--- config.mk ---
export PLATFORM = sky130hd
export DESIGN_NAME = instruction_fetch_flat
export DESIGN_NICKNAME = d
export VERILOG_FILES = /design/src/rtl/instruction_fetch_if.sv /design/src/rtl/instruction_fetch.sv /design/src/flat_wrapper.sv
export SDC_FILE = /design/constraint.sdc
export NUM_CORES = 2
export LEC_CHECK = 0
export ABC_CLOCK_PERIOD_IN_PS = 5400
export CAP_MARGIN = 10
export CORE_MARGIN = 8
export CORE_UTILIZATION = 35
export CTS_CLUSTER_DIAMETER = 30
export DETAILED_ROUTE_END_ITERATION = 7
export PLACE_DENSITY = 0.47
export RECOVER_POWER = 25
export SKIP_LAST_GASP = 1
export SYNTH_ARGS = -nofsm -noshare
export SYNTH_HDL_FRONTEND = slang
export SYNTH_SLANG_ARGS = --single-unit
--- constraint.sdc ---
create_clock -name clk_in -period 5.4 [get_ports clk_in]
set_input_delay 1.35 -clock clk_in [delete_from_list [all_inputs] [get_ports clk_in]]
set_output_delay 1.35 -clock clk_in [all_outputs]
set_load 0.05 [all_outputs]
--- src/rtl/instruction_fetch_if.sv ---
// Fetch-stage bus bundle: memory-controller request/response and
// instruction-queue push. The fetch stage is the master; the memory
// controller plus instruction queue side is the slave.
interface instruction_fetch_if;
  // Instruction queue side
  logic        isq_full;
  logic        instruction_ready;
  logic [31:0] instruction_out;
  logic [31:0] pc_out;

  // Memory controller side
  logic        mem_req;
  logic [31:0] mem_addr;
  logic        mem_ready;
  logic [31:0] mem_data;

  modport master (
    input  isq_full,
    input  mem_ready,
    input  mem_data,
    output instruction_ready,
    output instruction_out,
    output pc_out,
    output mem_req,
    output mem_addr
  );

  modport slave (
    output isq_full,
    output mem_ready,
    output mem_data,
    input  instruction_ready,
    input  instruction_out,
    input  pc_out,
    input  mem_req,
    input  mem_addr
  );
endinterface

--- src/rtl/instruction_fetch.sv ---
// Instruction fetch stage: owns the fetch PC, looks it up in a
// direct-mapped one-word-per-line instruction cache, fetches misses from
// the memory controller and pushes (instruction, pc) to the instruction
// queue. A roll_back pulse redirects fetch; an in-flight memory request is
// always completed (and cached) but its word is never pushed.
//
// Optional build macro: FETCH_JAL_PREDICT_EN
//   defined   - a pushed JAL redirects fetch to its target immediately
//   undefined - fetch always continues at pc+4
module instruction_fetch #(
  parameter logic [31:0] RESET_PC     = 32'h0000_0000,
  parameter int unsigned ICACHE_IDX_W = 5
) (
  input  logic                clk_in,
  input  logic                rst_in,
  input  logic                rdy_in,
  input  logic                roll_back,
  input  logic [31:0]         roll_back_pc,
  instruction_fetch_if.master bus
);

  localparam int unsigned LINES = 1 << ICACHE_IDX_W;
  localparam int unsigned TAG_W = 32 - ICACHE_IDX_W - 2;

  typedef enum logic [1:0] {
    IDLE,
    WAIT,
    DISCARD
  } state_t;

  state_t                  state;
  logic [31:0]             pc;
  logic [29:0]             req_word;

  logic [LINES-1:0]        line_valid;
  logic [31:0]             line_data [LINES];
  logic [TAG_W-1:0]        line_tag  [LINES];

  logic [ICACHE_IDX_W-1:0] pc_idx;
  logic [TAG_W-1:0]        pc_tag;
  logic [ICACHE_IDX_W-1:0] fill_idx;
  logic [TAG_W-1:0]        fill_tag;
  logic                    hit;
  logic                    launch;
  logic                    fill_en;
  logic [31:0]             hit_word;
  logic [31:0]             hit_next_pc;
  logic [31:0]             fill_next_pc;

`ifdef FETCH_JAL_PREDICT_EN
  function automatic logic is_jal(input logic [31:0] word);
    return word[6:0] == 7'b1101111;
  endfunction

  function automatic logic [31:0] jal_offset(input logic [31:0] word);
    return {{11{word[31]}}, word[31], word[19:12], word[20], word[30:21], 1'b0};
  endfunction
`endif

  // The request address is kept word-granular; the low bits are always zero.
  assign bus.mem_addr = {req_word, 2'b00};

  // Cache lookup, fill addressing and next-PC selection for both push paths.
  always_comb begin
    pc_idx       = pc[ICACHE_IDX_W+1:2];
    pc_tag       = pc[31:ICACHE_IDX_W+2];
    fill_idx     = req_word[ICACHE_IDX_W-1:0];
    fill_tag     = req_word[29:ICACHE_IDX_W];
    hit_word     = line_data[pc_idx];
    hit          = line_valid[pc_idx] && (line_tag[pc_idx] == pc_tag);
    // One launch per two cycles so isq_full already reflects the last push.
    launch       = (state == IDLE) && !bus.isq_full && !bus.instruction_ready;
    // Fills land in WAIT and DISCARD alike, with or without a roll_back.
    fill_en      = rdy_in && (state != IDLE) && bus.mem_ready;
    hit_next_pc  = pc + 32'd4;
    fill_next_pc = pc + 32'd4;
`ifdef FETCH_JAL_PREDICT_EN
    if (is_jal(hit_word))
      hit_next_pc = pc + jal_offset(hit_word);
    if (is_jal(bus.mem_data))
      fill_next_pc = pc + jal_offset(bus.mem_data);
`endif
  end

  // Cache data/tag storage: written on every accepted memory response.
  always_ff @(posedge clk_in) begin
    if (fill_en) begin
      line_data[fill_idx] <= bus.mem_data;
      line_tag[fill_idx]  <= fill_tag;
    end
  end

  // Fetch control FSM: PC, valid bits, memory request and queue push.
  always_ff @(posedge clk_in or negedge rst_in) begin
    if (!rst_in) begin
      state                 <= IDLE;
      pc                    <= RESET_PC;
      req_word              <= '0;
      line_valid            <= '0;
      bus.mem_req           <= 1'b0;
      bus.instruction_ready <= 1'b0;
      bus.instruction_out   <= '0;
      bus.pc_out            <= '0;
    end else if (rdy_in) begin
      bus.instruction_ready <= 1'b0;

      if (fill_en)
        line_valid[fill_idx] <= 1'b1;

      if (roll_back) begin
        // Redirect wins over everything; any push due this edge is dropped.
        pc <= roll_back_pc;
        case (state)
          WAIT: begin
            if (bus.mem_ready) begin
              bus.mem_req <= 1'b0;
              state       <= IDLE;
            end else begin
              state <= DISCARD;
            end
          end
          DISCARD: begin
            if (bus.mem_ready) begin
              bus.mem_req <= 1'b0;
              state       <= IDLE;
            end
          end
          default: ;
        endcase
      end else begin
        case (state)
          IDLE: begin
            if (launch) begin
              if (hit) begin
                bus.instruction_ready <= 1'b1;
                bus.instruction_out   <= hit_word;
                bus.pc_out            <= pc;
                pc                    <= hit_next_pc;
              end else begin
                bus.mem_req <= 1'b1;
                req_word    <= pc[31:2];
                state       <= WAIT;
              end
            end
          end
          WAIT: begin
            // Pushed even if isq_full: capacity was checked at launch.
            if (bus.mem_ready) begin
              bus.instruction_ready <= 1'b1;
              bus.instruction_out   <= bus.mem_data;
              bus.pc_out            <= pc;
              pc                    <= fill_next_pc;
              bus.mem_req           <= 1'b0;
              state                 <= IDLE;
            end
          end
          DISCARD: begin
            if (bus.mem_ready) begin
              bus.mem_req <= 1'b0;
              state       <= IDLE;
            end
          end
          default: state <= IDLE;
        endcase
      end
    end
  end

endmodule

--- src/flat_wrapper.sv ---
// flat-port wrapper written by rule: the top's interface ports become plain ports
module instruction_fetch_flat 
#(
  parameter logic [31:0] RESET_PC     = 32'h0000_0000,
  parameter int unsigned ICACHE_IDX_W = 5
)
  (clk_in, rst_in, rdy_in, roll_back, roll_back_pc, bus_isq_full, bus_mem_ready, bus_mem_data, bus_instruction_ready, bus_instruction_out, bus_pc_out, bus_mem_req, bus_mem_addr);
  instruction_fetch_if bus_i ();
  input  logic clk_in;
  input  logic rst_in;
  input  logic rdy_in;
  input  logic roll_back;
  input  logic [31:0] roll_back_pc;
  input wire logic [$bits(bus_i.isq_full)-1:0] bus_isq_full;
  input wire logic [$bits(bus_i.mem_ready)-1:0] bus_mem_ready;
  input wire logic [$bits(bus_i.mem_data)-1:0] bus_mem_data;
  output wire logic [$bits(bus_i.instruction_ready)-1:0] bus_instruction_ready;
  output wire logic [$bits(bus_i.instruction_out)-1:0] bus_instruction_out;
  output wire logic [$bits(bus_i.pc_out)-1:0] bus_pc_out;
  output wire logic [$bits(bus_i.mem_req)-1:0] bus_mem_req;
  output wire logic [$bits(bus_i.mem_addr)-1:0] bus_mem_addr;
  assign bus_i.isq_full = bus_isq_full;
  assign bus_i.mem_ready = bus_mem_ready;
  assign bus_i.mem_data = bus_mem_data;
  assign bus_instruction_ready = bus_i.instruction_ready;
  assign bus_instruction_out = bus_i.instruction_out;
  assign bus_pc_out = bus_i.pc_out;
  assign bus_mem_req = bus_i.mem_req;
  assign bus_mem_addr = bus_i.mem_addr;
  instruction_fetch #(.RESET_PC(RESET_PC), .ICACHE_IDX_W(ICACHE_IDX_W)) u_core (.clk_in(clk_in), .rst_in(rst_in), .rdy_in(rdy_in), .roll_back(roll_back), .roll_back_pc(roll_back_pc), .bus(bus_i));
endmodule
## Word-level counts from Yosys, hierarchy flattened

Memories as Yosys holds them, arrays and structs flattened.
Index checks and enable logic that the tools add are counted.

- Register bits after elaboration: 162
- Bits in writable memories: 1824
- Input bits: 70
- Word-level logic and storage cells: 86
- Memories: 2

- Add/sub/neg operators: 1
- Magnitude comparators: 3
- Equality and inequality tests: 12
- Mux-type cells: 37
- Bitwise gates (word level): 3
- Reductions and logical operators: 20

Memories:

| name | words | bits a word | read ports | clocked after Yosys merged registers in | write ports | line | source |
|---|---|---|---|---|---|---|---|
| u_core.line_data | 32 | 32 | 1 | 0 | 1 | instruction_fetch.sv:36 | `logic [31:0] line_data [LINES];` |
| u_core.line_tag | 32 | 25 | 1 | 0 | 1 | instruction_fetch.sv:37 | `logic [TAG_W-1:0] line_tag [LINES];` |

Operators by type and width:

| kind | count |
|---|---|
| two-way mux 32 bit | 10 |
| case mux 32 bit (2 select lines) | 3 |
| adder 32 x 3 -> 32 bit, second input constant | 1 |
| bitwise OR 32 bit | 1 |
| == test 25 bit | 1 |
| AND reduction 5 bit | 3 |
| two-way mux 1 bit | 13 |
| < comparator 5 x 6 -> 1 bit, second input constant | 2 |
| two-way mux 2 bit | 5 |
| case mux 2 bit (2 select lines) | 2 |
| logical AND 1 bit | 6 |
| != test 3 x 2 -> 1 bit, second input constant | 2 |
| != test 3 bit, second input constant | 2 |
| AND reduction 6 bit | 1 |
| nonzero test 2 bit | 3 |
| binary-select mux 1 bit (select 5 bit) | 1 |
| demux 1 bit (select 5 bit) | 1 |
| greater-or-equal comparator 5 x 1 -> 1 bit, second input constant | 1 |
| != test 2 x 1 -> 1 bit, second input constant | 2 |
| != test 2 bit, second input constant | 2 |
| case mux 1 bit (2 select lines) | 2 |
| AND reduction 4 bit | 1 |
| != test 3 x 1 -> 1 bit, second input constant | 1 |
| nonzero test 3 bit | 1 |
| 7 further kinds | 9 |

## Longest topological paths before layout

- Depth in word-level cells: 7
- Depth in mapped cells: 18
- Depth with buffers taken out: 10

## Least setup slack after synthesis

OpenSTA, ideal clock, no wires.

- Path type: in2reg
- Start point: in bus_mem_ready
- End point: mem u_core.line_data[12][0], enable pin
- Data arrival time: 4712 ps
- Data required time: 4927 ps
- Slack: 215 ps
- Cell stages on the path: 5
- Path through: inv_1 > or3_1 > or3_1 > clkbuf_1 > nor2_1

- Longest elaborated chain between the ends: 3

RTL lines:

| item | line | source |
|---|---|---|
| start: declaration | flat_wrapper.sv:15 | `input wire logic [$bits(bus_i.mem_ready)-1:0] bus_mem_ready;` |
| logical AND 1 bit | instruction_fetch.sv:74 | `fill_en = rdy_in && (state != IDLE) && bus.mem_ready;` |
| two-way mux 1 bit | instruction_fetch.sv:87 | `if (fill_en) begin` |
| two-way mux 1 bit (implied by the code) | instruction_fetch.sv:88 | `line_data[fill_idx] <= bus.mem_data;` |
| end: declaration | instruction_fetch.sv:36 |  |

Every way passes these cells.

## Worst setup path after layout

- Start point: reg u_core.req_word[17]
- End point: out bus_mem_addr[19]

RTL lines:

| item | line | source |
|---|---|---|
| start: declaration | instruction_fetch.sv:33 | `logic [29:0] req_word;` |
| start signal: assignment | instruction_fetch.sv:141 | `req_word <= pc[31:2];` |
| end: declaration | flat_wrapper.sv:21 | `output wire logic [$bits(bus_i.mem_addr)-1:0] bus_mem_addr;` |

No word-level cell between the ends.

==> reports/metrics.cfg <==
[status]
status = finished with violations
violations = capacitance limit, slew limit

[clock_network]
htreeDepth = 5
cts_root_buffer = clkbuf_16
hold_buffers = 0
clk_pin_slew_ps = 50
clkLatencyLatePin_ps = 960
cts_made_buffers = 451
cts_tree = done
clockBufferDepth = 4
cts.repair.resized = 0
cts_setup_buffers = 0
cts.sinks = 1986

[sta]
fin_crit_ps = 4906
fin_tns_setup_ps = 0
finalHoldViolCount = 0
tightest_slew_ps = 2439
clock.fmax_mhz = 203.9
finalSetupViolations = 0
period_share_pct = 90.84
rsz0062_at_grt = no
skew_ps = 60.64
slew_violations = 303
hold_ws_ps = 381.1
max_slew_margin_pct = -62.63

[pwr]
power.share.sequential_pct = 33.0
clkPwrFrac_pct = 44.5
power.density_nw_per_um2 = 603.9
internal_power_mw = 42.46
p_leak_nw = 32.70
comb_power_share_pct = 22.5
p_sw_mw = 17.30
ir_drop_v = 0.0004281
switching_share_pct = 28.96

[worst_setup_path]
slowest_stage = clkbuf_1
path_buf_inv = 2
cp_cell_sequence = clkbuf_1 > clkdlybuf4s50_1
reg2reg_slack_ps = 540
critical_path_required_ps = 4050
critPathTopFamily = buffers and inverters
worstSetupPathType = flip-flop to primary output
endpoint_kind = primary output
slowest_delay_ps = 1210
path_max_fanout = 34
arrival_ps = 3560
start_kind = flip-flop

[global_routing]
globalRouteOverflowTotal = 0
grt_first_pass_wirelength_um = 318200
grt_antenna_before_repair = 10
grt_usage_pct = 18.83
grt_max_degree = 106
grt_pass1_vias = 41260

[placed_design]
gp_congestion = 0.7557
dp_hpwl_um = 123100
io_buffer_count = 165

[synthesis]
async_flop_share_pct = 8.157
synth_cells = 3532
synth_xor_area_share_pct = 0.2617
synth-seq-cells = 1986
netlist.area_leader.share_pct = 71.16
ys_top_cells_by_area = edfxtp_1 71%, mux4_2 14%, dfrtp_1 5.3%
yosys_warnings = 0
synth_compound_area_share_pct = 2.354
synth_edf_count = 1824
yosysTopAreaCell = edfxtp_1
synth_top_family_by_area = multiplexers
synthMuxAreaShare_pct = 17.46
synth_fa_ha_area_share_pct = 0.08128
ys.flop_type = edfxtp_1
synth.distinct_cells = 69
netlist_area_um2 = 76970
syn-mean-instance-area_um2 = 21.79
synthSimpleGateAreaFrac_pct = 2.066
yosysSeqAreaShare_pct = 76.43

[die]
io_pins = 168
die_y_um = 484.9
die-area_um2 = 235200
die_w_um = 484.9
num_rows = 172
initial_utilization_pct = 35.13
core_um2 = 219100

[routing]
post_drt_wl_per_cell_um = 30.57
ant_nets = 0
vias = 39431
post-route-drc-count = 0
first_pass_iters = 7
via_per_inst = 5.328
drtIter0Drc = 3782
wirelength_um = 226200

[layout]
drive_gt1_share_pct = 34.60
fillerInstances = 18529
finish.net_count = 4227
areaGrowthSynthToFinish_pct = 28.56

[job]
cap_violations = 9

[hold_path]
hold_class = input pin to asynchronous set/reset pin

[cells in the final DEF (no fill, tap or decap), drive strengths merged, types with 12 or more instances in the layout]
master,n
bufinv,56
o22ai,27
nor2b,12
o21ai,47
nor2,86
buf,180
and3,12
mux2,103
mux2i,140
a22oi,37
a211oi,28
nor3,13
nand2,86
inv,32
nand3,24
mux4,483
clkbuf,563
clkdlybuf4s50,156
a22o,19
edfxtp,1824
or2,34
dfrtp,162
clkinv,160
clkinvlp,55
nand4,15
xor2,12
o221ai,23
a21oi,24
[cells by family after synthesis]
family / Yosys count
mux: 726
xor+xnor: 23
buf+inv: 217
compound gates: 254
other cells: 1
fa+ha+maj: 5
simple gates: 320
flops: 1986
[per-layer routing]
metal	global-route usage, %	part of all wire [%]	vias to the layer above	wire length (um)
met2	30.28	48	1321	108500
li1	-	-	16288	-
met4	5.282	2.4	2	5506
met3	3.939	5.4	360	12300
met5	0	0.0057	-	13
met1	26.09	44	21460	99890
[final cells by class]
| type | count | area [um2] | share of cell area, % |
|---|---|---|---|
| inverters | 15 | 61.31 | 0.06196 |
| repair buffers | 368 | 3993 | 4.035 |
| clock inverters | 288 | 3194 | 3.228 |
| multi-input cells | 1330 | 17410 | 17.59 |
| flip-flops and latches | 1986 | 58840 | 59.47 |
| well taps | 2871 | 3592 | 3.630 |
| clock buffers | 539 | 11850 | 11.98 |
| diodes | 4 | 10.01 | 0.01012 |
[registers in the layout, indices dropped and copies added, names as in the netlist]
signal	cells
u_core.req_word	30
u_core.pc	32
u_core.line_valid	32
u_core.line_tag	800
u_core.bus.instruction_out	32
u_core.bus.pc_out	32
u_core.line_data	1024
u_core.bus.instruction_ready	1
u_core.state	2
u_core.bus.mem_req	1
[cell usage after synthesis (all sizes together) (3+ instances only)]
cell and instances:
edfxtp 1824, mux4 483, dfrtp 162, mux2i 140, mux2 103, buf 101, clkbuf 101, nand2 86
nor2 86, o21ai 47, a22oi 37, or2 34, a211oi 28, o22ai 27, a21oi 24, nand3 24
o221ai 23, a22o 19, nand4 15, inv 14, nor3 13, and3 12, nor2b 12, xor2 12
xnor2 11, a31oi 9, nor4 8, or3 8, a222oi 7, or4 7, o211ai 6, ha 5
nand3b 5, a2111oi 4, a221oi 3, and2 3
[through the flow]
| step | utilization [%] | power, mW | area [um2] | instances | worst slack, ps |
|---|---|---|---|---|---|
| 2_1_floorplan | - | 28.44 | 76970 | 3533 | 214.9 |
| 3_3_place_gp | 38.34 | 33.66 | 83990 | 6569 | 533.9 |
| 3_5_place_dp | 38.34 | 33.70 | 83990 | 6569 | 511.3 |
| 4_1_cts | 45.20 | 60.51 | 99040 | 7396 | 512.3 |
| 5_1_grt | 45.16 | 61.94 | 98950 | 7399 | 291.6 |
| 6_report | 45.17 | 59.76 | 98950 | 7401 | 494.5 |
[final timing paths]
| path | startpoint | endpoint | depth (start not counted) |
|---|---|---|---|
| min reg2reg | u_core.line_valid[15]$_DFFE_PN0P_ | u_core.line_valid[15]$_DFFE_PN0P_ | 1 |
| min in group clk_in | u_core.line_valid[15]$_DFFE_PN0P_ | u_core.line_valid[15]$_DFFE_PN0P_ | 1 |
| max | u_core.req_word[17]$_DFFE_PN0P_ | bus_mem_addr[19] | 2 |
| max reg2reg | u_core.pc[2]$_DFFE_PN0P_ | u_core.bus.pc_out[20]$_DFFE_PN0P_ | 12 |
| min | rst_in | u_core.req_word[26]$_DFFE_PN0P_ | 1 |
| max in group asynchronous | rst_in | u_core.pc[4]$_DFFE_PN0P_ | 2 |
[power groups by stage]
| stage | Combinational (mW) | Sequential (mW) | Clock (mW) |
|---|---|---|---|
| finish | 13.4 | 19.7 | 26.6 |
| global route | 14.3 | 19.8 | 27.8 |
| CTS | 13.8 | 19.7 | 27.0 |
| detailed placement | 13.7 | 20.0 | 0 |
| global placement | 13.7 | 20.0 | 0 |
| floorplan | 7.70 | 20.7 | 0 |
Note: power is estimated with default switching activity, not from simulation.
